$ cat config.mk
export PLATFORM = sky130hd
export DESIGN_NAME = pipe_controller_flat
export DESIGN_NICKNAME = d
export VERILOG_FILES = /design/src/rtl/pipe_pkg.sv /design/src/rtl/pipe_controller_if.sv /design/src/rtl/acc_offload_fsm.sv /design/src/rtl/pipe_controller.sv /design/src/flat_wrapper.sv
export SDC_FILE = /design/constraint.sdc
export NUM_CORES = 1
export LEC_CHECK = 0
export BUFFER_PORTS_ARGS = -buffer_cell sky130_fd_sc_hd__clkbuf_2
export CORE_MARGIN = 2
export CORE_UTILIZATION = 49
export DETAILED_ROUTE_END_ITERATION = 12
export PLACE_DENSITY = 0.78
export SYNTH_ARGS = -nofsm -noshare
export SYNTH_HDL_FRONTEND = slang
export SYNTH_SLANG_ARGS = --single-unit
$ cat constraint.sdc
create_clock -name clk -period 1.5 [get_ports clk]
set_input_delay 0.15 -clock clk [delete_from_list [all_inputs] [get_ports clk]]
set_output_delay 0.15 -clock clk [all_outputs]
set_load 0.02 [all_outputs]
$ cat src/rtl/pipe_pkg.sv
// rtl/pipe_pkg.sv - shared opcodes, ALU codes, control bundles and FSM encoding for pipe_controller
package pipe_pkg;

    localparam logic [5:0] OP_RTYPE    = 6'b000000;
    localparam logic [5:0] OP_J        = 6'b000010;
    localparam logic [5:0] OP_JAL      = 6'b000011;
    localparam logic [5:0] OP_BEQ      = 6'b000100;
    localparam logic [5:0] OP_BNE      = 6'b000101;
    localparam logic [5:0] OP_ADDI     = 6'b001000;
    localparam logic [5:0] OP_SLTI     = 6'b001010;
    localparam logic [5:0] OP_ANDI     = 6'b001100;
    localparam logic [5:0] OP_ORI      = 6'b001101;
    localparam logic [5:0] OP_LW       = 6'b100011;
    localparam logic [5:0] OP_SW       = 6'b101011;
    localparam logic [5:0] OP_ACC_BASE = 6'b111111;

    localparam logic [5:0] FN_ADD = 6'b100000;
    localparam logic [5:0] FN_SUB = 6'b100010;
    localparam logic [5:0] FN_AND = 6'b100100;
    localparam logic [5:0] FN_OR  = 6'b100101;
    localparam logic [5:0] FN_SLT = 6'b101010;

    localparam logic [2:0] ALU_AND = 3'b000;
    localparam logic [2:0] ALU_OR  = 3'b001;
    localparam logic [2:0] ALU_ADD = 3'b010;
    localparam logic [2:0] ALU_SUB = 3'b110;
    localparam logic [2:0] ALU_SLT = 3'b111;

    typedef enum logic {ACC_IDLE = 1'b0, ACC_BUSY = 1'b1} acc_state_t;

    typedef struct packed {
        logic       regwrite;
        logic       regdst;
        logic       alusrc;
        logic       memwrite;
        logic       memtoreg;
        logic       jump;
        logic       jal;
        logic       beq;
        logic       bne;
        logic [2:0] alucontrol;
    } dec_ctrl_t;

    typedef struct packed {
        logic       regwrite;
        logic       memtoreg;
        logic       memwrite;
        logic       jal;
        logic [2:0] alucontrol;
        logic       alusrc;
        logic       regdst;
    } e_ctrl_t;

    typedef struct packed {
        logic regwrite;
        logic memtoreg;
        logic memwrite;
        logic jal;
    } m_ctrl_t;

    typedef struct packed {
        logic regwrite;
        logic memtoreg;
        logic jal;
    } w_ctrl_t;

    // Channel k lives at opcode 6'b111111 - k, so the top num_acc opcodes are reserved.
    function automatic logic is_acc_op(input logic [5:0] op, input int num_acc);
        logic [6:0] lim;
        lim = 7'd64 - 7'(num_acc);
        return {1'b0, op} >= lim;
    endfunction

endpackage

$ cat src/rtl/pipe_controller_if.sv
// rtl/pipe_controller_if.sv - decode, pipeline-control and accelerator handshake bundle
interface pipe_controller_if #(parameter int NUM_ACC = 2) ();
    logic [5:0]         opD;
    logic [5:0]         functD;
    logic               equalD;
    logic               stallD;
    logic               flushE;
    logic [NUM_ACC-1:0] acc_done;
    logic               jumpD, jalD, branchD, pcsrcD, illegalD;
    logic               regwriteE, memtoregE, alusrcE, regdstE, jalE;
    logic [2:0]         alucontrolE;
    logic               regwriteM, memtoregM, memwriteM, jalM;
    logic               regwriteW, memtoregW, jalW;
    logic [NUM_ACC-1:0] acc_req;
    logic               accbypass;
    logic               acc_timeout;

    modport master (
        output opD, functD, equalD, stallD, flushE, acc_done,
        input  jumpD, jalD, branchD, pcsrcD, illegalD,
        input  regwriteE, memtoregE, alusrcE, regdstE, jalE, alucontrolE,
        input  regwriteM, memtoregM, memwriteM, jalM,
        input  regwriteW, memtoregW, jalW,
        input  acc_req, accbypass, acc_timeout
    );

    modport slave (
        input  opD, functD, equalD, stallD, flushE, acc_done,
        output jumpD, jalD, branchD, pcsrcD, illegalD,
        output regwriteE, memtoregE, alusrcE, regdstE, jalE, alucontrolE,
        output regwriteM, memtoregM, memwriteM, jalM,
        output regwriteW, memtoregW, jalW,
        output acc_req, accbypass, acc_timeout
    );
endinterface

$ cat src/rtl/acc_offload_fsm.sv
// rtl/acc_offload_fsm.sv - multi-channel accelerator issue/wait FSM with timeout
module acc_offload_fsm
    import pipe_pkg::*;
#(
    parameter int NUM_ACC     = 2,
    parameter int ACC_TIMEOUT = 64,
    parameter int CNT_W       = 7
) (
    input  logic               clk,
    input  logic               rst_n,
    input  logic [5:0]         op,
    input  logic               stall,
    input  logic [NUM_ACC-1:0] acc_done,
    output logic [NUM_ACC-1:0] acc_req,
    output logic               accbypass,
    output logic               acc_timeout
);
    localparam int CH_W = (NUM_ACC > 1) ? $clog2(NUM_ACC) : 1;

    acc_state_t       state_q, state_d;
    logic [CH_W-1:0]  ch_q, ch_d;
    logic [CNT_W-1:0] cnt_q, cnt_d;
    logic [5:0]       chan;
    logic             issue, done_hit, at_limit;

    always_comb begin
        chan        = OP_ACC_BASE - op;
        issue       = rst_n && (state_q == ACC_IDLE) && is_acc_op(op, NUM_ACC) && !stall;
        acc_req     = issue ? (NUM_ACC'(1) << chan) : '0;
        done_hit    = acc_done[ch_q];
        at_limit    = (cnt_q == CNT_W'(ACC_TIMEOUT - 1));
        // Completion beats timeout when both land in the same cycle.
        acc_timeout = (state_q == ACC_BUSY) && at_limit && !done_hit;
        state_d     = state_q;
        ch_d        = ch_q;
        cnt_d       = cnt_q;
        if (state_q == ACC_IDLE) begin
            if (issue) begin
                state_d = ACC_BUSY;
                ch_d    = chan[CH_W-1:0];
                cnt_d   = '0;
            end
        end else begin
            cnt_d = cnt_q + 1'b1;
            if (done_hit || at_limit) begin
                state_d = ACC_IDLE;
            end
        end
    end

    always_ff @(posedge clk or negedge rst_n) begin
        if (!rst_n) begin
            state_q <= ACC_IDLE;
            ch_q    <= '0;
            cnt_q   <= '0;
        end else begin
            state_q <= state_d;
            ch_q    <= ch_d;
            cnt_q   <= cnt_d;
        end
    end

    assign accbypass = (state_q == ACC_BUSY);

endmodule

$ cat src/rtl/pipe_controller.sv
// rtl/pipe_controller.sv - MIPS decode, E/M/W control pipeline and accelerator offload
module pipe_controller
    import pipe_pkg::*;
#(
    parameter int NUM_ACC     = 2,
    parameter int ACC_TIMEOUT = 64,
    parameter int CNT_W       = 7
) (
    input  logic             clk,
    input  logic             reset,
    pipe_controller_if.slave bus
);
    dec_ctrl_t dec;
    logic      illegal;
    e_ctrl_t   e_q, e_d;
    m_ctrl_t   m_q, m_d;
    w_ctrl_t   w_q, w_d;

    always_comb begin
        dec     = '0;
        illegal = 1'b0;
        unique case (bus.opD)
            OP_RTYPE: begin
                dec.regwrite = 1'b1;
                dec.regdst   = 1'b1;
                unique case (bus.functD)
                    FN_ADD:  dec.alucontrol = ALU_ADD;
                    FN_SUB:  dec.alucontrol = ALU_SUB;
                    FN_AND:  dec.alucontrol = ALU_AND;
                    FN_OR:   dec.alucontrol = ALU_OR;
                    FN_SLT:  dec.alucontrol = ALU_SLT;
                    default: begin
                        dec.alucontrol = ALU_ADD;
                        illegal        = 1'b1;
                    end
                endcase
            end
            OP_ADDI: begin dec.regwrite = 1'b1; dec.alusrc = 1'b1; dec.alucontrol = ALU_ADD; end
            OP_ANDI: begin dec.regwrite = 1'b1; dec.alusrc = 1'b1; dec.alucontrol = ALU_AND; end
            OP_ORI:  begin dec.regwrite = 1'b1; dec.alusrc = 1'b1; dec.alucontrol = ALU_OR;  end
            OP_SLTI: begin dec.regwrite = 1'b1; dec.alusrc = 1'b1; dec.alucontrol = ALU_SLT; end
            OP_LW: begin
                dec.regwrite   = 1'b1;
                dec.alusrc     = 1'b1;
                dec.memtoreg   = 1'b1;
                dec.alucontrol = ALU_ADD;
            end
            OP_SW:  begin dec.alusrc = 1'b1; dec.memwrite = 1'b1; dec.alucontrol = ALU_ADD; end
            OP_BEQ: begin dec.beq = 1'b1; dec.alucontrol = ALU_SUB; end
            OP_BNE: begin dec.bne = 1'b1; dec.alucontrol = ALU_SUB; end
            OP_J:   dec.jump = 1'b1;
            OP_JAL: begin dec.jump = 1'b1; dec.jal = 1'b1; dec.regwrite = 1'b1; end
            default: illegal = !is_acc_op(bus.opD, NUM_ACC);
        endcase
    end

    assign bus.jumpD    = dec.jump;
    assign bus.jalD     = dec.jal;
    assign bus.branchD  = dec.beq | dec.bne;
    assign bus.pcsrcD   = (dec.beq & bus.equalD) | (dec.bne & ~bus.equalD);
    assign bus.illegalD = illegal;

    always_comb begin
        e_d = bus.flushE ? '0 : e_ctrl_t'{dec.regwrite, dec.memtoreg, dec.memwrite, dec.jal,
                                          dec.alucontrol, dec.alusrc, dec.regdst};
        m_d = m_ctrl_t'{e_q.regwrite, e_q.memtoreg, e_q.memwrite, e_q.jal};
        w_d = w_ctrl_t'{m_q.regwrite, m_q.memtoreg, m_q.jal};
    end

    always_ff @(posedge clk or negedge reset) begin
        if (!reset) begin
            e_q <= '0;
            m_q <= '0;
            w_q <= '0;
        end else begin
            e_q <= e_d;
            m_q <= m_d;
            w_q <= w_d;
        end
    end

    assign bus.regwriteE   = e_q.regwrite;
    assign bus.memtoregE   = e_q.memtoreg;
    assign bus.alusrcE     = e_q.alusrc;
    assign bus.regdstE     = e_q.regdst;
    assign bus.jalE        = e_q.jal;
    assign bus.alucontrolE = e_q.alucontrol;
    assign bus.regwriteM   = m_q.regwrite;
    assign bus.memtoregM   = m_q.memtoreg;
    assign bus.memwriteM   = m_q.memwrite;
    assign bus.jalM        = m_q.jal;
    assign bus.regwriteW   = w_q.regwrite;
    assign bus.memtoregW   = w_q.memtoreg;
    assign bus.jalW        = w_q.jal;

    acc_offload_fsm #(
        .NUM_ACC     (NUM_ACC),
        .ACC_TIMEOUT (ACC_TIMEOUT),
        .CNT_W       (CNT_W)
    ) u_acc (
        .clk         (clk),
        .rst_n       (reset),
        .op          (bus.opD),
        .stall       (bus.stallD),
        .acc_done    (bus.acc_done),
        .acc_req     (bus.acc_req),
        .accbypass   (bus.accbypass),
        .acc_timeout (bus.acc_timeout)
    );

endmodule

$ cat src/flat_wrapper.sv
// flat-port wrapper written by rule: the top's interface ports become plain ports
module pipe_controller_flat import pipe_pkg::*;
#(
    parameter int NUM_ACC     = 2,
    parameter int ACC_TIMEOUT = 64,
    parameter int CNT_W       = 7
)
  (clk, reset, bus_opD, bus_functD, bus_equalD, bus_stallD, bus_flushE, bus_acc_done, bus_jumpD, bus_jalD, bus_branchD, bus_pcsrcD, bus_illegalD, bus_regwriteE, bus_memtoregE, bus_alusrcE, bus_regdstE, bus_jalE, bus_alucontrolE, bus_regwriteM, bus_memtoregM, bus_memwriteM, bus_jalM, bus_regwriteW, bus_memtoregW, bus_jalW, bus_acc_req, bus_accbypass, bus_acc_timeout);
  pipe_controller_if #(.NUM_ACC(NUM_ACC)) bus_i ();
  input  logic clk;
  input  logic reset;
  input wire logic [$bits(bus_i.opD)-1:0] bus_opD;
  input wire logic [$bits(bus_i.functD)-1:0] bus_functD;
  input wire logic [$bits(bus_i.equalD)-1:0] bus_equalD;
  input wire logic [$bits(bus_i.stallD)-1:0] bus_stallD;
  input wire logic [$bits(bus_i.flushE)-1:0] bus_flushE;
  input wire logic [$bits(bus_i.acc_done)-1:0] bus_acc_done;
  output wire logic [$bits(bus_i.jumpD)-1:0] bus_jumpD;
  output wire logic [$bits(bus_i.jalD)-1:0] bus_jalD;
  output wire logic [$bits(bus_i.branchD)-1:0] bus_branchD;
  output wire logic [$bits(bus_i.pcsrcD)-1:0] bus_pcsrcD;
  output wire logic [$bits(bus_i.illegalD)-1:0] bus_illegalD;
  output wire logic [$bits(bus_i.regwriteE)-1:0] bus_regwriteE;
  output wire logic [$bits(bus_i.memtoregE)-1:0] bus_memtoregE;
  output wire logic [$bits(bus_i.alusrcE)-1:0] bus_alusrcE;
  output wire logic [$bits(bus_i.regdstE)-1:0] bus_regdstE;
  output wire logic [$bits(bus_i.jalE)-1:0] bus_jalE;
  output wire logic [$bits(bus_i.alucontrolE)-1:0] bus_alucontrolE;
  output wire logic [$bits(bus_i.regwriteM)-1:0] bus_regwriteM;
  output wire logic [$bits(bus_i.memtoregM)-1:0] bus_memtoregM;
  output wire logic [$bits(bus_i.memwriteM)-1:0] bus_memwriteM;
  output wire logic [$bits(bus_i.jalM)-1:0] bus_jalM;
  output wire logic [$bits(bus_i.regwriteW)-1:0] bus_regwriteW;
  output wire logic [$bits(bus_i.memtoregW)-1:0] bus_memtoregW;
  output wire logic [$bits(bus_i.jalW)-1:0] bus_jalW;
  output wire logic [$bits(bus_i.acc_req)-1:0] bus_acc_req;
  output wire logic [$bits(bus_i.accbypass)-1:0] bus_accbypass;
  output wire logic [$bits(bus_i.acc_timeout)-1:0] bus_acc_timeout;
  assign bus_i.opD = bus_opD;
  assign bus_i.functD = bus_functD;
  assign bus_i.equalD = bus_equalD;
  assign bus_i.stallD = bus_stallD;
  assign bus_i.flushE = bus_flushE;
  assign bus_i.acc_done = bus_acc_done;
  assign bus_jumpD = bus_i.jumpD;
  assign bus_jalD = bus_i.jalD;
  assign bus_branchD = bus_i.branchD;
  assign bus_pcsrcD = bus_i.pcsrcD;
  assign bus_illegalD = bus_i.illegalD;
  assign bus_regwriteE = bus_i.regwriteE;
  assign bus_memtoregE = bus_i.memtoregE;
  assign bus_alusrcE = bus_i.alusrcE;
  assign bus_regdstE = bus_i.regdstE;
  assign bus_jalE = bus_i.jalE;
  assign bus_alucontrolE = bus_i.alucontrolE;
  assign bus_regwriteM = bus_i.regwriteM;
  assign bus_memtoregM = bus_i.memtoregM;
  assign bus_memwriteM = bus_i.memwriteM;
  assign bus_jalM = bus_i.jalM;
  assign bus_regwriteW = bus_i.regwriteW;
  assign bus_memtoregW = bus_i.memtoregW;
  assign bus_jalW = bus_i.jalW;
  assign bus_acc_req = bus_i.acc_req;
  assign bus_accbypass = bus_i.accbypass;
  assign bus_acc_timeout = bus_i.acc_timeout;
  pipe_controller #(.NUM_ACC(NUM_ACC), .ACC_TIMEOUT(ACC_TIMEOUT), .CNT_W(CNT_W)) u_core (.clk(clk), .reset(reset), .bus(bus_i));
endmodule
## Word-level counts from Yosys, hierarchy flattened

Cells that the tools add are included.

- $add $sub $neg: 2
- $lt $le $gt $ge: 2
- Eq/ne operators: 16
- Shift-type cells: 1
- Multiplexer cells: 22
- Bitwise gates (word level): 6
- Reductions and logical operators: 19

Operators with widths:

| operator | number |
|---|---|
| equality test 6 bit, second input constant | 7 |
| equality test 6 x 4 -> 1 bit, second input constant | 4 |
| 2-to-1 mux 1 bit | 15 |
| case mux 3 bit (5 select lines) | 1 |
| 2-to-1 mux 7 bit | 2 |
| equality test 6 x 2 -> 1 bit, second input constant | 2 |
| equality test 6 x 3 -> 1 bit, second input constant | 2 |
| case mux 3 bit (4 select lines) | 1 |
| OR reduction 10 bit | 1 |
| 2-to-1 mux 9 bit | 1 |
| adder 7 x 1 -> 7 bit, second input constant | 1 |
| equality test 7 x 6 -> 1 bit, second input constant | 1 |
| OR reduction 7 bit | 1 |
| >= comparator 6 bit, second input constant | 1 |
| logical NOT 6 bit | 1 |
| OR reduction 6 bit | 1 |
| left shift 1 x 6 -> 2 bit, first input constant | 1 |
| subtractor 6 bit, first input constant | 1 |
| logical AND 1 bit | 5 |
| OR reduction 5 bit | 1 |
| OR reduction 2 bit | 2 |
| logical NOT 1 bit | 3 |
| OR reduction 3 bit | 1 |
| bitwise AND 1 bit | 2 |
| other kinds (8) | 10 |

- Flip-flop bits (word level): 25
- Input port bits: 19
- Logic and storage cells: 85

## Logic depth before layout (Yosys ltp)

Gate-level depths: netlist (run 1).

- Depth after elaboration: 6
- Depth in mapped cells: 5
- Mapped depth without buffers: 5

## Modules after synthesis

Synthesis (run 1) repeated with hierarchy kept, for this count alone.

- Cell total of the unflattened synthesis: 130
- Area, all modules: 1252.5 um^2

By module, submodules not included:

| module | instances | cells an instance | area an instance (um^2) | seq. area each (um^2) |
|---|---|---|---|---|
| pipe_controller | 1 | 80 | 784.5 | 400.4 |
| acc_offload_fsm | 1 | 50 | 467.9 | 225.2 |

## Worst setup path before layout (run 1)

No wires, ideal clock.

- Kind: input to output
- Start point: input bus_opD[5]
- End point: output bus_jumpD
- Arrival time: 1141 ps
- Required time: 1350 ps
- Setup slack: 209 ps
- Stages on the path: 4
- Cell sequence: buf_2 nor2_1 nand2_1 nor3b_1

- Word-level cells in the longest chain between the ends: 3
- Elaborated cells on any way between the ends: 4
- Those cells by class: eq/ne (2); mux (1); reduce/logical (1)

Ends and longest elaborated chain:

| item | RTL line | text |
|---|---|---|
| from (decl) | flat_wrapper.sv:12 | `input wire logic [$bits(bus_i.opD)-1:0] bus_opD;` |
| equality test 6 x 2 -> 1 bit | pipe_controller.sv:22 | `unique case (bus.opD)` |
| OR reduction 2 bit (no line) (*) | -- |  |
| 2-to-1 mux 1 bit (*) | pipe_controller.sv:22 |  |
| to (decl) | flat_wrapper.sv:18 | `output wire logic [$bits(bus_i.jumpD)-1:0] bus_jumpD;` |

Every way passes the cells marked *; elsewhere a longest branch is shown, timed or not.

## Worst setup path after layout (run 1)

- Start point: register u_core.u_acc.cnt_q[1]
- End point: output bus_acc_timeout

- Word-level cells in the longest chain between the ends: 3

Ends and longest elaborated chain:

| item | RTL line | text |
|---|---|---|
| from (decl) | acc_offload_fsm.sv:22 | `logic [CNT_W-1:0] cnt_q, cnt_d;` |
| from (signal assigned) | acc_offload_fsm.sv:59 | `cnt_q <= cnt_d;` |
| equality test 7 x 6 -> 1 bit | acc_offload_fsm.sv:31 | `at_limit = (cnt_q == CNT_W'(ACC_TIMEOUT - 1));` |
| logical AND 1 bit (2 in series) | acc_offload_fsm.sv:33 | `acc_timeout = (state_q == ACC_BUSY) && at_limit && !done_hit;` |
| to (decl) | flat_wrapper.sv:38 | `output wire logic [$bits(bus_i.acc_timeout)-1:0] bus_acc_timeout;` |

No other way between the ends.

==> results.md, run 1 <==
- For the finished layout, the period the worst path requires is 1.61 ns.
- The total power divided by cell area is 939 nW/um^2.
- CTS saw 25 sinks.
- The cell with the most instances after synthesis is sky130_fd_sc_hd__dfrtp_1.
- In this run the static leakage power is 0.819 nW.
- The wire length after detailed routing is 3.00 mm.
- For the worst setup path, the data arrival time is 1.46 ns.
- The synthesized netlist occupies a cell area of 1300 sq um.
- During synthesis, Yosys emitted a total of 0 warnings.
- By area, the combinational part of the netlist is dominated by simple AND/OR/NAND/NOR gates.
- From synthesis to final layout, the design area changed by 26.0%.
- The number of pins with negative max-slew slack in the final report is 0.
- The area of placed instances is 1540 sq um.
- The congestion estimate from routability-driven global placement came to 0.837.
- The fmax is 622 MHz.
- The post-synthesis cell type with the largest combined area is sky130_fd_sc_hd__dfrtp_1.
- The floorplan die width is 55.5 um.
- The post-detailed-placement half-perimeter wirelength is 2.23 mm.
- The mux share of post-synthesis cell area is 2.31%.
- Counting tap cells, the placed design contains a total of 205 instances.
- The critical setup path kind is flop to output port.
- Counting instances in the post-synthesis netlist gives the leading cell types as 25 x sky130_fd_sc_hd__dfrtp_1, 16 x sky130_fd_sc_hd__nor2_1, 13 x sky130_fd_sc_hd__nand2_1, 8 x sky130_fd_sc_hd__nand3_1, 6 x sky130_fd_sc_hd__a21oi_1.
- The detailed-routing iteration count for the pre-antenna-repair pass is 4.
- The total global routing overflow is 0.
- The die is 55.5 um tall.
- The worst min-delay path category is input port to flop.
- The number of violations reported at the end of detailed-routing iteration 0 is 32.
- By area the synthesized netlist is led by sky130_fd_sc_hd__dfrtp_1 48%, sky130_fd_sc_hd__nor2_1 4.6%, sky130_fd_sc_hd__nand2_1 3.8%, sky130_fd_sc_hd__nand3_1 3.1%, sky130_fd_sc_hd__a21oi_1 2.3%.
- At the end of the flow, the number of nets in the layout was 206.
- Synthesis produced a netlist with a net count of 155.
- The detail-routed via count per cell is 5.51.
- Setup slack on the critical path of the routed design comes to -0.106 ns.
- After detailed routing, the average wire length per cell comes to 14.0 um.
- The die area is 3080 sq um.
- The checks that failed: setup timing.
- The initialized floorplan defines 18 standard-cell rows.
- The actual transition at the worst max-transition pin is 0.464 ns.
- Among all flip-flop cells after synthesis, the most frequent one is sky130_fd_sc_hd__dfrtp_1.
- The depth of the worst register-to-register path is 7.
- After Yosys synthesis, XOR and XNOR cells account for 0.674% of the synthesized area.
- The number of antenna diodes in the final layout is 0.
- The number of distinct standard cells referenced by the synthesized netlist is 43.
- The number of setup violations in the final report is 1.
- The CTS buffer count is 3.
- In the routed design, unresolved DRC markers number 0.
- The mean instance size in the synthesized netlist is 9.62 sq um.
- Entering global routing, the biggest net connects 26 pins.
- The run finished, with violations left.
- In this run the number of H-tree levels came out at 1.
- Summing the areas of all compound-gate instances in the mapped netlist gives 15.9% of the synthesized area.
- The hold path depth is 2.
- The total core area is 2500 sq um.
- The residual antenna-violating net count after detailed routing is 0.
- The post-route clock skew is 0.00820 ns.
- The data required time at the worst endpoint is 1.35 ns.
- The share of synthesized area in the top cell type comes to 48.2%.
- The first global-routing pass estimated 4.86 mm of wire.
- After synthesis the netlist holds a flip-flop and latch count of 25.
- The synthesized netlist devotes 26.5% of its cell area to simple gates.
- The type of destination of the critical path is an output port.
- Setup repair after global routing could not meet its margin everywhere.
- The root buffer cell chosen for the clock tree is sky130_fd_sc_hd__clkbuf_4.
- The post-synthesis sequential area ratio is 48.2%.
- The number of vias in the routed layout is 1184.
- The number of buffers added on ports is 42.
- The number of antenna violations at the first check in global routing was 0.
- The maximum net fanout on the critical path is 2.
- In this run the tightest slew margin relative to its limit is 68.6%.
- Yosys mapped a number of flops with a built-in enable equal to 0.
- In the synthesized netlist the async set-or-reset flop fraction comes to 100%.
- Leaving out filler cells and counting taps, the final layout contains 215.
- The initial utilization of the core area, before any placement, comes to 52.0%.
- After clock tree synthesis, the clock-pin slew on the worst setup and hold paths is 0.13 ns.
- The insertion delay of the later-clocked pin in the worst-skew pair is 0.31 ns.
- The synthesized netlist devotes 0.963% of its cell area to adder and majority cells.
- The share of layout cells above drive strength 1 is 37.8%.
- The number of global-route vias before repair is 1120.
- The worst path uses 107% of the clock period.
- The final-report hold violation count is 0.
- The total I/O pin count is 43.
- The maximum clock insertion buffer count is 2.
- With fillers left out, the area of the finished cells amounts to 1640 sq um.
- The maximum vdd ir drop is 864 uV.
- The reported max-cap violation count is 0.
- The startpoint kind of the worst setup timing path is a flop.
- The clock tree from TritonCTS is yes.
- Synthesis produced 135 cells.
- The global routing usage summed across all routing layers is 19.8%.
[cell type report]
cell class / count / area [sq um]
Clock buffer: 3 / 22.5
Clock inverter: 1 / 5.00
Fill cell: 210 / 863
Inverter: 4 / 15.0
Multi-Input combinational cell: 98 / 617
Sequential cell: 25 / 626
Tap cell: 30 / 37.5
Timing Repair Buffer: 54 / 314
[report_power, final]
| group | switching, mW | total [mW] | leakage [nW] | internal, mW |
|---|---|---|---|---|
| logic | 0.203 | 0.393 | 0.472 | 0.190 |
| registers | 0.100 | 0.861 | 0.330 | 0.761 |
| clock network | 0.183 | 0.282 | 0.0177 | 0.0995 |
| total | 0.486 | 1.54 | 0.819 | 1.05 |
[cells by family after synthesis]
kind of cell               Yosys count
and+or+nand+nor                     64
AOI/OAI and AO/OA                   29
DFF                                 25
buffers and inverters               12
muxes                                3
xor gates and xnor gates             1
adders and majority gates            1
[cells in the final DEF, fill, tap and decap left out, types with 2 or more instances in the layout]
cell	count
sky130_fd_sc_hd__o22a_1	2
sky130_fd_sc_hd__clkbuf_4	4
sky130_fd_sc_hd__nand2b_1	4
sky130_fd_sc_hd__nor4_1	2
sky130_fd_sc_hd__and4_1	3
sky130_fd_sc_hd__nand2_2	2
sky130_fd_sc_hd__nand3_1	7
sky130_fd_sc_hd__buf_4	11
sky130_fd_sc_hd__nor2_1	15
sky130_fd_sc_hd__nor2_2	2
sky130_fd_sc_hd__o21ai_0	4
sky130_fd_sc_hd__mux2i_1	3
sky130_fd_sc_hd__dfrtp_1	25
sky130_fd_sc_hd__clkbuf_2	40
sky130_fd_sc_hd__nand2_1	13
sky130_fd_sc_hd__inv_1	4
sky130_fd_sc_hd__o21ai_1	2
sky130_fd_sc_hd__and3_1	3
sky130_fd_sc_hd__a21oi_1	6
sky130_fd_sc_hd__a31oi_1	3
sky130_fd_sc_hd__nor3_1	3
[through the flow]
step / total power [mW] / utilization, % / worst slack, ns / hold WS [ns] / setup TNS [ns]
final: 1.54 / 65.5 / -0.106 / 0.0410 / -0.106
after global routing: 1.62 / 65.5 / -0.175 / 0.0339 / -0.175
after CTS: 1.52 / 65.2 / -0.0728 / 0.0279 / -0.0728
after detailed placement: 1.16 / 61.4 / 0.105 / 0.262 / 0
after global placement: 1.14 / 61.4 / 0.151 / 0.250 / 0
after floorplan: 1.05 / - / 0.209 / -0.146 / 0
[final timing paths]
path / from / to / slack [ns]
max in group asynchronous: reset / u_core.bus.alucontrolE[1]$_DFF_PN0_ / 0.82
min in group asynchronous: reset / u_core.bus.regwriteM$_DFF_PN0_ / 0.44
setup reg to reg: u_core.u_acc.cnt_q[1]$_DFFE_PN0P_ / u_core.u_acc.cnt_q[6]$_DFFE_PN0P_ / 0.12
setup / recovery: u_core.u_acc.cnt_q[1]$_DFFE_PN0P_ / bus_acc_timeout / -0.11
hold reg to reg: u_core.e_q[6]$_DFF_PN0_ / u_core.bus.memwriteM$_DFF_PN0_ / 0.37
hold / removal: bus_flushE / u_core.bus.jalE$_DFF_PN0_ / 0.04
[timing repair]
item | in CTS | in global routing
cloned | 0 | 0
pin swaps | 3 | 2
hold endpoints to repair | 25 | 0
setup endpoints to repair | 3 | 2
setup buffers | 4 | 1
resized for setup | 7 | 0
hold buffers | 1 | 0
[per-layer routing]
metal  part of all wire (%)  wire [um]  global-route usage (%)  vias up
met2                     49       1470                    34.5       42
met4                    1.2         36                    7.32        0
met1                     45       1350                    25.1      555
li1                       -          -                       -      583
met3                    4.7        142                    2.11        4
met5                      0          0                       0        -
[state kept, by name, summed over array words and instances, names as in the netlist]
register                flops
u_core.bus.memwriteM        1
u_core.u_acc.ch_q           1
u_core.bus.jalE             1
u_core.bus.regwriteM        1
u_core.bus.memtoregE        1
u_core.bus.memtoregM        1
u_core.bus.jalW             1
u_core.bus.alusrcE          1
u_core.e_q                  1
u_core.bus.regwriteW        1
u_core.bus.jalM             1
u_core.u_acc.cnt_q          7
u_core.bus.regdstE          1
u_core.u_acc.accbypass      1
u_core.bus.regwriteE        1
u_core.bus.memtoregW        1
u_core.bus.alucontrolE      3
[critical path, cell delays in order, from the launching register on]
cell and delay [ns]:
sky130_fd_sc_hd__dfrtp_1 0.37, sky130_fd_sc_hd__ha_2 0.21, sky130_fd_sc_hd__nand3_2 0.11, sky130_fd_sc_hd__nor3_2 0.13, sky130_fd_sc_hd__and3_1 0.18, sky130_fd_sc_hd__clkbuf_8 0.14
No activity file was read; power rests on OpenSTA's default activity.
==> inputs of run 2 (changes only) <==
--- a/config.mk
+++ b/config.mk
@@ -6,6 +6,7 @@
 export NUM_CORES = 1
 export LEC_CHECK = 0
 export BUFFER_PORTS_ARGS = -buffer_cell sky130_fd_sc_hd__clkbuf_2
+export CORE_ASPECT_RATIO = 1.5
 export CORE_MARGIN = 2
 export CORE_UTILIZATION = 49
 export DETAILED_ROUTE_END_ITERATION = 12
==> run 2 against run 1 <==
Compared with the run above:
- the flow still finishes with violations (setup timing)
- cell count shrank 2.3%
- sequential share of layout area fell by 0.29 points
- hold slack better by 0.012 ns
- first-iteration DRC count shrank 31%
- critical path type unchanged
- via count up 1.5%
- final area is 0.76% higher
- worst setup slack improved by 0.023 ns
- die area is 0.27% higher
- total power decreased by 2.4%
- largest cell class unchanged
- flip-flop and latch count unchanged
==> results.md, run 2 (synthesis results as in run 1) <==
- The number of vias in the routed layout is 1202.
- The worst setup path is captured at an output port.
- The path class of the tightest hold or removal check is input port to flop.
- The final critical-path setup slack is -0.0838 ns.
- The floorplan has 22 rows.
- In the routed layout, each cell is associated on average with a via count of 5.72.
- The area growth from synthesis to layout is 27.0%.
- For this design, the sink count on the clock tree is 25.
- The die area is 3090 sq um.
- The final critical delay including setup and external delays is 1.58 ns.
- The hold path depth is 2.
- After detailed routing, the total wire length is 2.83 mm.
- Setup repair after global routing could not meet its margin everywhere.
- The maximum number of pins on one net before global-route repair is 26.
- The clock tree from TritonCTS is yes.
- The signal arrival time at the worst endpoint is 1.43 ns.
- For this configuration, the core starts out at a cell density of 52.4%.
- The register with the most flip-flops in the layout has 7 of them.
- The maximum vdd ir drop is 377 uV.
- The design internal power is 1.04 mW.
- The run finished, with violations left.
- The post-route clock skew is 0.00745 ns.
- The data required time at the worst endpoint is 1.35 ns.
- The number of antenna violations at the first check in global routing came to 0.
- The total global routing overflow is 0.
- The number of violations reported at the end of detailed-routing iteration 0 is 22.
- Counting flops per register, the top entry is u_core.u_acc.cnt_q.
- The first detailed-routing pass took 4 iterations.
- The number of global-route vias before repair was 1090.
- The setup slack at placement is 0.0693 ns.
- The count of nets left with antenna violations once routing finished came out at 0.
- In this run the clock root is driven by a sky130_fd_sc_hd__clkbuf_4.
- In the final routed layout, each cell accounts on average for 13.5 um.
- The worst path uses 106% of the clock period.
- The share of total power dissipated in the clock network is 18.1%.
- In the routed design, unresolved DRC markers number 0.
- The signal on the critical path passes through ha_2 -> nand3_2 -> nor3_2 -> and3_1 -> clkbuf_8.
- The clock-pin slew of the registers on the worst-case setup and hold paths is 0.12 ns.
- Headroom to the max-slew limit came out at 66.4%.
- At the end of routability-driven placement, the weighted congestion stood at 0.858.
- After detailed placement, the total cell area comes to 1510 sq um.
- The library cell contributing the largest single delay on the critical path is sky130_fd_sc_hd__dfrtp_1.
- The final instance count without filler cells is 210.
- The checks that failed: setup timing.
- The number of setup violations in the final report is 1.
- The fmax is 631 MHz.
- The net switching component of the power is 461 uW.
- The final layout contains 207 nets.
- For this run, the slowest stage of the critical path takes 0.40 ns.
- The maximum clock insertion buffer count is 2.
- With fillers left out, the area of the finished cells amounts to 1650 sq um.
- For this design the ratio of total power to cell area is 909 nW/um^2.
- The first global-routing pass estimated 4.46 mm of wire.
- For the worst-skew pair, the clock arrives at the later sink with an insertion delay of 0.30 ns.
- In this run the number of H-tree levels came out at 1.
- In this run, CTS created clock tree buffers numbering 3.
- The cell family contributing the most delay on the critical path is simple AND/OR/NAND/NOR gates.
- The floorplan die width is 46.0 um.
- Buffers placed on the I/O ports in this run total 42.
- Across the run, the number of max-cap violations was 0.
- During I/O placement, the number of pins put on the boundary was 43.
- The logic depth of the worst setup path including buffers is 5.
- The standby leakage power is 0.822 nW.
- The vertical extent of the die is 67.1 um.
- The number of pins with negative max-slew slack in the final report was 0.
- The floorplan step defined a core boundary enclosing 2480 sq um.
- 0 antenna diodes ended up in the layout.
- The depth of the worst register-to-register path is 6.
- Cells with a size suffix above 1 make up 38.2% of the layout.
- After filler insertion, the fill cell instance count of the layout stands at 217.
- Sequential cells burn 57.4% of the power.
- The HPWL after detailed placement is 2.15 mm.
- The number of cells after detailed placement is 197.
- The final-report hold violation count is 0.
- The most common cell after layout, fill and taps aside is sky130_fd_sc_hd__clkbuf_2.
- Counting both buffers and inverters, the worst setup path holds a total of 1.
- Net switching is 30.7% of the power.
- The worst setup path is launched from a flop.
- At the pin with the least slew margin, the transition time is 0.496 ns.
- Along the worst path, the maximum fanout reaches 2.
- The critical setup path kind is flop to output port.
- The global routing usage summed across all routing layers is 19.4%.
- The combinational group share of total power is 24.5%.
- The top cell types in the final layout, fill and taps aside, are 39 x sky130_fd_sc_hd__clkbuf_2, 25 x sky130_fd_sc_hd__dfrtp_1, 14 x sky130_fd_sc_hd__nor2_1.
## run 2: worst paths after layout
kind | startpoint | to | slack [ns]
setup / recovery | u_core.u_acc.cnt_q[0]$_DFFE_PN0P_ | bus_acc_timeout | -0.08
hold / removal | bus_flushE | u_core.bus.jalE$_DFF_PN0_ | 0.05
setup reg to reg | u_core.u_acc.accbypass$_DFF_PN0_ | u_core.u_acc.cnt_q[2]$_DFFE_PN0P_ | 0.19
hold reg to reg | u_core.e_q[6]$_DFF_PN0_ | u_core.bus.memwriteM$_DFF_PN0_ | 0.35
max in group asynchronous | reset | u_core.e_q[6]$_DFF_PN0_ | 0.80
min in group asynchronous | reset | u_core.u_acc.cnt_q[5]$_DFFE_PN0P_ | 0.47
## run 2: final cells by class
cell class	count	area [sq um]	share of cell area, %
sequential	25	626	37.9
clock buffer	4	26.3	1.59
timing repair buffer	55	328	19.9
tap	24	30.0	1.82
inverter	4	15.0	0.910
multi-input combinational	98	624	37.9
## run 2: power groups by stage
stage               clock [mW]  combinational (mW)  sequential, mW
finish                   0.272               0.367           0.861
floorplan                    0               0.195           0.854
global placement             0               0.277           0.865
global route             0.320               0.407           0.879
detailed placement           0               0.291           0.873
CTS                      0.289               0.362           0.857
## run 2: repair_timing
item	CTS	global route
hold endpoints to repair	25	0
hold buffers	1	0
resized for setup	7	6
setup buffers	5	3
pin swaps	4	2
setup endpoints to repair	3	3
## run 2: per-stage QoR
step / utilization (%) / TNS [ns] / power [mW] / hold WS [ns]
after floorplan: - / 0 / 1.05 / -0.146
after global placement: 61.1 / 0 / 1.14 / 0.248
after detailed placement: 61.1 / 0 / 1.16 / 0.239
after CTS: 65.1 / -0.0750 / 1.51 / 0.0311
after global routing: 66.6 / -0.219 / 1.61 / 0.0209
final: 66.6 / -0.0838 / 1.50 / 0.0530
## run 2: per-layer routing
layer	track usage, %	routed length (um)
met4	8.57	46
met5	0	0
met3	2.44	135
met1	23.0	1130
met2	33.5	1520
==> inputs of run 3 (changes only) <==
--- a/config.mk
+++ b/config.mk
@@ -10,7 +10,8 @@
 export CORE_MARGIN = 2
 export CORE_UTILIZATION = 49
 export DETAILED_ROUTE_END_ITERATION = 12
-export PLACE_DENSITY = 0.78
+export PLACE_DENSITY = 0.83
+export SETUP_SLACK_MARGIN = 0.2
 export SYNTH_ARGS = -nofsm -noshare
 export SYNTH_HDL_FRONTEND = slang
 export SYNTH_SLANG_ARGS = --single-unit
==> run 3 against run 2 <==
Compared with the run above:
- the run still ends with setup timing left
- via count is 4.7% higher
- critical endpoint unchanged
- worst setup slack worse by 0.037 ns
- wire length is 17% higher
- cell count is 1.4% higher
- largest cell class is now multi-input gates
- critical path depth stayed put
- utilization is 6.2 points higher
- largest power group unchanged
- sequential power is 3.1% higher
- final area is 9.3% higher
- clock skew is 0.0010 ns higher
- combinational power is 23% higher
- first-iteration DRC count is 18% higher
- clock power is 17% higher
==> results.md, run 3 (synthesis results as in run 1) <==
- After detailed routing, the number of vias per cell comes to 5.91.
- The CTS buffer count is 3.
- The data required time at the worst endpoint is 1.35 ns.
- The actual transition at the worst max-transition pin is 0.460 ns.
- In this run the critical register-to-register path is captured at u_core.u_acc.cnt_q[2]$_DFFE_PN0P_.
- Across the run, the number of max-cap violations was 0.
- For the finished layout, the period the worst path requires is 1.62 ns.
- STA classifies the critical path endpoint as an output port.
- After the first detailed-routing iteration, the DRC count stood at 26.
- Setup repair after global routing could not meet its margin everywhere.
- The standby leakage power is 0.880 nW.
- In the layout the commonest cells are 33 x sky130_fd_sc_hd__clkbuf_2, 25 x sky130_fd_sc_hd__dfrtp_1, 13 x sky130_fd_sc_hd__nand2_1, 13 x sky130_fd_sc_hd__nor2_1, 13 x sky130_fd_sc_hd__buf_4.
- The number of global-route vias before repair is 1170.
- The maximum vdd ir drop is 499 uV.
- After detailed placement, the total cell area comes to 1510 sq um.
- The final-report hold violation count is 0.
- The number of pins with negative max-slew slack in the final report is 0.
- For this run, design rule violations remaining after detail routing come to 0.
- The die is 46.0 um wide.
- After detailed routing, the average wire length per cell comes to 15.5 um.
- Cells fill 72.8% of the core in the end.
- The worst register-to-register path has a setup slack of 0.25 ns.
- The number of vias in the routed layout is 1258.
- The run finished, with violations left.
- The signal arrival time at the worst endpoint is 1.47 ns.
- The pre-antenna-repair detailed-routing pass consisted of 4 iterations.
- At the placement stage, the worst setup path has a slack of 0.0639 ns.
- In this run the deepest clock path goes through 2 buffers.
- Setup violations remaining at the end of the flow were counted as 1.
- The finished layout holds 213 standard cells, fillers aside.
- The fmax is 617 MHz.
- The post-detailed-placement half-perimeter wirelength is 2.21 mm.
- Entering global routing, the biggest net connects 26 pins.
- The depth of the worst register-to-register path is 5.
- The register with the most flip-flops in the layout has 7 of them.
- In the global route stage, overall resource usage came out at 22.7%.
- Summed over all layers, the global routing overflow is 0.
- The number of antenna repair diodes is 0.
- The worst setup path is of the flop to output port kind.
- After clock tree synthesis, the clock-pin slew on the worst setup and hold paths is 0.15 ns.
- The start of the worst register-to-register path is u_core.u_acc.accbypass$_DFF_PN0_.
- The congestion estimate from routability-driven global placement came to 0.851.
- The final design instance area without fill is 1800 sq um.
- The insertion delay of the later-clocked pin in the worst-skew pair is 0.32 ns.
- The worst min-delay path category is input port to flop.
- The total core area is 2480 sq um.
- The number of clock sinks seen by CTS is 25.
- The initial utilization of the core area, before any placement, comes to 52.4%.
- For this block, the routed nets add up to 3.30 mm of wire.
- The number of antenna violations at the first check in global routing was 0.
- The startpoint of the tightest hold check path is bus_flushE.
- In the final layout, the share of cells above drive strength 1 is 40.7%.
- The root buffer cell is sky130_fd_sc_hd__clkbuf_4.
- The vertical extent of the die is 67.1 um.
- Port buffering added 42 buffers.
- The area growth from synthesis to layout is 38.8%.
- Along the worst hold path, the cell count comes to 2.
- The final critical-path share of the clock period is 108%.
- The floorplan step defined a die boundary enclosing 3090 sq um.
- In this run the count of I/O pins placed on the die edge is 43.
- At the end of the flow, the number of nets in the layout was 210.
- The number of cells after detailed placement is 197.
- The final critical-path setup slack is -0.120 ns.
- The residual antenna-violating net count after detailed routing is 0.
- The clock tree from TritonCTS is yes.
- The placement row count is 22.
- The startpoint kind of the worst setup timing path is a flop.
- The total power divided by cell area is 920 nW/um^2.
- For hold timing, the worst endpoint is u_core.bus.jalE$_DFF_PN0_.
- Measured against its own limit, the worst slew margin works out to 68.8%.
- The first global-routing pass estimated 5.18 mm of wire.
- After filler insertion, the fill cell instance count of the layout stands at 182.
- The post-route clock skew is 0.00845 ns.
- In this run the number of H-tree levels came out at 1.
- The checks that failed: setup timing.
- The register with the most flip-flops in the final layout is u_core.u_acc.cnt_q.
- Leaving out fill and tap cells, the most frequent cell in the layout is sky130_fd_sc_hd__clkbuf_2.
- The maximum net fanout on the critical path is 4.
==> run 3: cell types whose count changed in the layout (fill, tap and decap cells not counted), moves of 2 or more <==
cell,delta
sky130_fd_sc_hd__clkbuf_2,-6
sky130_fd_sc_hd__a21oi_1,-2
sky130_fd_sc_hd__a21oi_2,+2
sky130_fd_sc_hd__buf_6,+2
sky130_fd_sc_hd__buf_8,+2
sky130_fd_sc_hd__clkbuf_16,+2
sky130_fd_sc_hd__clkbuf_8,+2
==> run 3: routing by layer <==
metal	share of wire [%]	global-route usage, %	vias up
met1	36	26.5	584
met4	4.8	13.9	0
li1	-	-	592
met3	6.4	2.98	14
met5	0	0	-
met2	53	37.7	68
==> run 3: where the power goes <==
group / total, mW / internal (mW) / switching (mW)
registers: 0.888 / 0.761 / 0.127
clock network: 0.317 / 0.108 / 0.209
logic: 0.453 / 0.229 / 0.225
total: 1.66 / 1.10 / 0.561
==> run 3: worst max-delay path, stage by stage (launching register included) <==
cell and delay (ns):
sky130_fd_sc_hd__dfrtp_1 0.44, sky130_fd_sc_hd__ha_4 0.18, sky130_fd_sc_hd__nand3_4 0.09, sky130_fd_sc_hd__nor3_4 0.13, sky130_fd_sc_hd__and3_1 0.18, sky130_fd_sc_hd__clkbuf_8 0.14
==> run 3: worst max-delay path by stage <==
stage / slack [ns] / cells past startpoint / endpoint / startpoint
final: -0.12 / 5 / bus_acc_timeout / u_core.u_acc.cnt_q[1]$_DFFE_PN0P_
after global routing: -0.19 / 5 / bus_acc_timeout / u_core.u_acc.cnt_q[1]$_DFFE_PN0P_
after CTS: -0.11 / 5 / bus_acc_timeout / u_core.u_acc.cnt_q[1]$_DFFE_PN0P_
after detailed placement: 0.06 / 6 / bus_illegalD / bus_opD[0]
after global placement: 0.13 / 5 / bus_acc_timeout / u_core.u_acc.cnt_q[0]$_DFFE_PN0P_
after floorplan: 0.21 / 4 / bus_jumpD / bus_opD[5]
==> run 3: cell type report <==
type                       instances  area [sq um]  area share [%]
multi-input combinational         98           663            36.8
sequential                        25           626            34.7
tap                               24          30.0            1.67
timing repair buffer              58           438            24.3
clock inverter                     1          8.76           0.486
clock buffer                       3          22.5            1.25
inverter                           4          15.0           0.833
==> run 3: stage by stage <==
step	hold WS [ns]	TNS [ns]	power [mW]
2_1_floorplan	-0.146	0	1.05
3_3_place_gp	0.236	0	1.14
3_5_place_dp	0.232	0	1.17
4_1_cts	0.0261	-0.110	1.56
5_1_grt	0.0211	-0.198	1.75
6_report	0.0477	-0.120	1.66
==> run 3: repair_timing <==
| item | 4_1_cts | 5_1_grt |
|---|---|---|
| setup buffers | 7 | 3 |
| hold buffers | 2 | 0 |
| pin swaps | 5 | 1 |
| hold endpoints to repair | 26 | 0 |
| setup endpoints to repair | 4 | 6 |
| gates resized for setup | 28 | 10 |
